## config.mk

```make
export PLATFORM = sky130hd
export DESIGN_NAME = display_reader
export DESIGN_NICKNAME = d
export VERILOG_FILES = /design/src/rtl/display_pkg.sv /design/src/rtl/display_reader_seg_decode.sv /design/src/rtl/display_reader.sv
export SDC_FILE = /design/constraint.sdc
export NUM_CORES = 1
export LEC_CHECK = 0
export CAP_MARGIN = 5
export CORE_MARGIN = 1
export CORE_UTILIZATION = 37
export DETAILED_ROUTE_END_ITERATION = 10
export SYNTH_ARGS = -nofsm -noshare
export SYNTH_HDL_FRONTEND = slang
export SYNTH_SLANG_ARGS = --single-unit
```

## constraint.sdc

```tcl
create_clock -name clk -period 2.6 [get_ports clk]
set_input_delay 0.26 -clock clk [delete_from_list [all_inputs] [get_ports clk]]
set_output_delay 0.26 -clock clk [all_outputs]
set_load 0.02 [all_outputs]
```

## src/rtl/display_pkg.sv

```systemverilog
// Shared 7-segment constants (active-low form) and reader FSM states.
// The board segment encoder builds its table from the same SEG_* values.
package display_pkg;

  localparam logic [6:0] SEG_0     = 7'b1000000;
  localparam logic [6:0] SEG_1     = 7'b1111001;
  localparam logic [6:0] SEG_2     = 7'b0100100;
  localparam logic [6:0] SEG_3     = 7'b0110000;
  localparam logic [6:0] SEG_4     = 7'b0011001;
  localparam logic [6:0] SEG_5     = 7'b0010010;
  localparam logic [6:0] SEG_6     = 7'b0000010;
  localparam logic [6:0] SEG_7     = 7'b1111000;
  localparam logic [6:0] SEG_8     = 7'b0000000;
  localparam logic [6:0] SEG_9     = 7'b0010000;
  localparam logic [6:0] SEG_NEG   = 7'b0111111;
  localparam logic [6:0] SEG_BLANK = 7'b1111111;

  localparam logic [3:0] CODE_NEG   = 4'd10;
  localparam logic [3:0] CODE_BLANK = 4'd15;

  typedef enum logic [1:0] {WAIT, SETTLE, LOCKED} state_t;

endpackage

```

## src/rtl/display_reader_seg_decode.sv

```systemverilog
// Combinational inverse of the segment encoder: normalised active-low
// pattern to 4-bit code, with o_ok low for undecodable patterns.
module seg_decode
  import display_pkg::*;
(
  input  logic [6:0] i_seg,
  output logic [3:0] o_code,
  output logic       o_ok
);

  always_comb begin
    o_code = '0;
    o_ok   = 1'b1;
    case (i_seg)
      SEG_0:     o_code = 4'd0;
      SEG_1:     o_code = 4'd1;
      SEG_2:     o_code = 4'd2;
      SEG_3:     o_code = 4'd3;
      SEG_4:     o_code = 4'd4;
      SEG_5:     o_code = 4'd5;
      SEG_6:     o_code = 4'd6;
      SEG_7:     o_code = 4'd7;
      SEG_8:     o_code = 4'd8;
      SEG_9:     o_code = 4'd9;
      SEG_NEG:   o_code = CODE_NEG;
      SEG_BLANK: o_code = CODE_BLANK;
      default:   o_ok   = 1'b0;
    endcase
  end

endmodule

```

## src/rtl/display_reader.sv

```systemverilog
// Reads back a multiplexed 7-segment bus: each strobe window is captured
// once it has shown STABLE_CYCLES identical samples.
module display_reader
  import display_pkg::*;
#(
  parameter int DIGITS        = 4,
  parameter int TYPE          = 0,
  parameter int AN_ACTIVE_LOW = 1,
  parameter int STABLE_CYCLES = 4
) (
  input  logic                  clk,
  input  logic                  reset,
  input  logic [6:0]            seg,
  input  logic [DIGITS-1:0]     an,
  output logic [4*DIGITS-1:0]   digits,
  output logic [DIGITS-1:0]     valid,
  output logic [DIGITS-1:0]     error,
  output logic                  update,
  output logic                  frame_done
);

  localparam int CNT_W = $clog2(STABLE_CYCLES);
  localparam logic [CNT_W-1:0] CNT_LAST = CNT_W'(STABLE_CYCLES - 2);

  logic [6:0]          w_s;
  logic [DIGITS-1:0]   w_sel;
  logic                w_legal;
  logic                w_same;
  logic [3:0]          w_code;
  logic                w_ok;
  logic [DIGITS-1:0]   w_valid_nxt;

  state_t              r_state;
  logic [CNT_W-1:0]    r_cnt;
  logic [DIGITS+6:0]   r_sample;
  logic [4*DIGITS-1:0] r_digits;
  logic [DIGITS-1:0]   r_valid;
  logic [DIGITS-1:0]   r_error;
  logic                r_update;
  logic                r_frame_done;

  assign w_s     = (TYPE != 0) ? ~seg : seg;
  assign w_sel   = (AN_ACTIVE_LOW != 0) ? ~an : an;
  assign w_legal = (w_sel != '0) && ((w_sel & (w_sel - DIGITS'(1))) == '0);
  assign w_same  = ({w_sel, w_s} == r_sample);

  seg_decode u_dec (
    .i_seg  (w_s),
    .o_code (w_code),
    .o_ok   (w_ok)
  );

  // Valid vector as it will stand after a capture; frame_done needs the
  // freshly written bit, not the registered one.
  always_comb begin
    w_valid_nxt = r_valid;
    for (int unsigned i = 0; i < DIGITS; i++) begin
      if (w_sel[i]) w_valid_nxt[i] = w_ok;
    end
  end

  always_ff @(posedge clk) begin
    if (reset) begin
      r_state      <= WAIT;
      r_cnt        <= '0;
      r_sample     <= '0;
      r_digits     <= '0;
      r_valid      <= '0;
      r_error      <= '0;
      r_update     <= 1'b0;
      r_frame_done <= 1'b0;
    end else begin
      r_sample     <= {w_sel, w_s};
      r_update     <= 1'b0;
      r_frame_done <= 1'b0;
      case (r_state)
        WAIT: begin
          r_cnt <= '0;
          if (w_legal) r_state <= SETTLE;
        end
        SETTLE: begin
          if (!w_legal) begin
            r_state <= WAIT;
            r_cnt   <= '0;
          end else if (!w_same) begin
            r_cnt <= '0;
          end else if (r_cnt == CNT_LAST) begin
            r_state      <= LOCKED;
            r_update     <= 1'b1;
            r_valid      <= w_valid_nxt;
            r_frame_done <= w_sel[DIGITS-1] && (&w_valid_nxt);
            for (int unsigned i = 0; i < DIGITS; i++) begin
              if (w_sel[i]) begin
                r_error[i] <= !w_ok;
                if (w_ok) r_digits[4*i +: 4] <= w_code;
              end
            end
          end else begin
            r_cnt <= r_cnt + 1'b1;
          end
        end
        LOCKED: begin
          if (!w_same) begin
            r_cnt   <= '0;
            r_state <= w_legal ? SETTLE : WAIT;
          end
        end
        default: begin
          r_state <= WAIT;
          r_cnt   <= '0;
        end
      endcase
    end
  end

  assign digits     = r_digits;
  assign valid      = r_valid;
  assign error      = r_error;
  assign update     = r_update;
  assign frame_done = r_frame_done;

endmodule

```

==> results_dict.tcl <==
set metrics [dict create \
    totalWireLength_um 5120 \
    drive_above_1_share_pct 13.5 \
    clock_latency_ns 0.29 \
    fp.dieW_um 78.6 \
    r2r-start "r_cnt[0]" \
    fin_skew_ns 0.00867 \
    hp-class "reg2reg" \
    rsz0062_at_grt "no" \
    netlist.area_leader.share_pct 37.8 \
    grt_max_degree 21 \
    synth_edf_count 0 \
    ctsResizeCount 0 \
    period_needed_ns 2.16 \
    cts_tree "done" \
    first_pass_iters 4 \
    core_area_um2 5570 \
    final_antenna_net_count 0 \
    min_period_over_period_pct 83.0 \
    syn_area_per_cell_um2 9.12 \
    hold_start "valid[3]" \
    mostFrequentLayoutCells "dfxtp_1 (41), clkdlybuf4s50_1 (38), nor2_1 (19)" \
    place.gp.congestion 0.854 \
    synth_area_um2 2170 \
    ys_seq_area_share_pct 37.8 \
    cts.clk_slew.worst_paths_ns 0.08 \
    dp_worst_setup_slack_ns 0.148 \
    timing.setup.tns_ns 0 \
    hpwl_um 3820 \
    timing.reg2reg.setup_slack_ns 0.45 \
    placed_cell_area_um2 2620 \
    synth_ff_type "dfxtp_1" \
    postCtsSetupRepairBufs 0 \
    cp-end-kind "register" \
    drc 0 \
    holdBufCountCts 0 \
    max_stage_delay_ns 0.67 \
    start_util_pct 38.9 \
    root_buffer "clkbuf_8" \
    syn-num-nets 252 \
    hold_viol_final 0 \
    synth_cell_types 43 \
    grt.overflow.total 0 \
    initialDrtViolationCount 84 \
    path_class "in2reg" \
    synth_largest_area_cell "dfxtp_1" \
    max_freq_ghz 0.464 \
    io_pins 39 \
    cp.depth 6 \
    async_reset_ff_share_pct 0 \
    crit_fanout 10 \
    vias 1875 \
    start_kind "primary input" \
    dieHeight_um 78.6 \
    antenna_found_initial 0 \
    grt_pass1_vias 1820 \
    finalWorstSetupSlack_ns 0.443 \
    wl_per_cell_um 14.5 \
    cp_num_buf_inv 1 \
    max-slew-margin-rel_pct 68.2 \
    clockBufferDepth 2 \
    whs_ns 0.480 \
    path_delay_family "simple AND/OR/NAND/NOR gates" \
    finalSetupViolCount 0 \
    synth_area_leaders "dfxtp_1 (38%), a41oi_1 (4.8%), nor2b_1 (4.6%), a211oi_1 (4.1%), nor4_2 (4.0%)" \
    syn_inst 238 \
    cts-buffers-inserted 5 \
    endpoint "error[1]" \
    status "completed" \
    ys_ff_latch 41 \
    synth_warnings 0 \
    grt_pass1_wl_um 8800 \
    slew_violations 0 \
    syn_to_final_growth_pct 25.5 \
    insertedDiodeCount 0 \
    crit_start "seg[1]" \
    p_leak_uw 0.000927 \
    p_per_area_nw_per_um2 487 \
    cp_cell_sequence "clkdlybuf4s50_1, xor2_1, nor4_1, nand4_2, nor2_1, mux2_2" \
    clock_sinks 41 \
    numPortBuffers 38 \
    rows 27 \
    reg2reg_depth 7 \
    post-route-util_pct 48.9 \
    worstPathArrival_ns 2.34 \
    dieArea_um2 6180 \
    stdcell_area_um2 2730 \
    fin_nets 295 \
    worst_pin_slew_ns 0.473 \
    reg2reg_to "error[1]" \
    ir_worst_vdd_mv 0.230 \
    via_per_inst 5.31 \
    cpMaxStageDelayCell "clkdlybuf4s50_1" \
    cts_max_level 2 \
    drv_cap 0 \
    required_ns 2.78 \
    layout_commonest_cell "dfxtp_1" \
    track_usage_pct 18.2 \
]
-- synthesized netlist by cell type (2+ instances only) --
master,n
a211oi_1,12
a21boi_0,2
a21oi_1,4
a41oi_1,12
and3_1,3
buf_2,5
buf_4,3
buf_6,6
clkbuf_1,4
dfxtp_1,41
inv_1,6
mux2_2,4
mux2i_1,4
nand2_1,14
nand2b_1,8
nand3_1,9
nand3b_1,2
nand4_1,10
nor2_1,19
nor2b_1,16
nor3_1,4
nor4_1,5
nor4_2,7
nor4b_1,2
o21ai_0,4
or3_1,2
xnor2_1,8
xor2_1,7
-- layout make-up --
| type | instances | area, um^2 |
|---|---|---|
| fill | 550 | 2850 |
| multi-input combinational | 171 | 1170 |
| sequential | 41 | 821 |
| timing repair buffer | 56 | 515 |
| tap | 72 | 90.1 |
| clock buffer | 5 | 68.8 |
| clock inverter | 2 | 35.0 |
| inverter | 6 | 22.5 |
-- layer usage --
metal	routed length (um)	track usage, %	vias to the layer above
met5	0	0	-
met4	38	5.00	0
met3	200	4.19	2
met2	2310	27.5	45
met1	2560	25.6	875
li1	-	-	953
-- worst min-delay path, stage by stage, from the launching register on --
cell and delay (ns):
dfxtp_1 0.31, nand2b_1 0.06, mux2i_1 0.06
-- registers in the layout, indices dropped and copies added (netlist names) --
name and flops:
valid 4, r_state 2, frame_done 1, update 1, error 4, r_sample 11
digits 16, r_cnt 2
-- worst min-delay path by stage --
stage	endpoint	cells after the start
2_1_floorplan	r_sample[4]	1
3_3_place_gp	r_cnt[1]	2
3_5_place_dp	valid[3]	2
4_1_cts	valid[3]	2
5_1_grt	valid[3]	2
6_report	valid[3]	2
-- cells by family (layout without fill, tap and decap cells) --
logic type	count (synthesis)	count (layout)	synth area share [%]
buffers and inverters	26	69	8.18
adders and majority gates	1	1	0.576
muxes	8	8	3.92
xor gates and xnor gates	15	15	6.05
DFF	41	41	37.8
and+or+nand+nor	106	106	29.1
AOI/OAI and AO/OA	41	41	14.4
-- where the power goes --
group	total, uW	internal (uW)	switching, uW
clock network	496	279	217
logic	179	77.9	101
registers	652	644	7.99
-- per-stage QoR --
step           cells  power, uW
2_1_floorplan    238        784
3_3_place_gp     346        845
3_5_place_dp     346        845
4_1_cts          353       1340
5_1_grt          353       1390
6_report         353       1330
(Power assumes the default switching activity.)
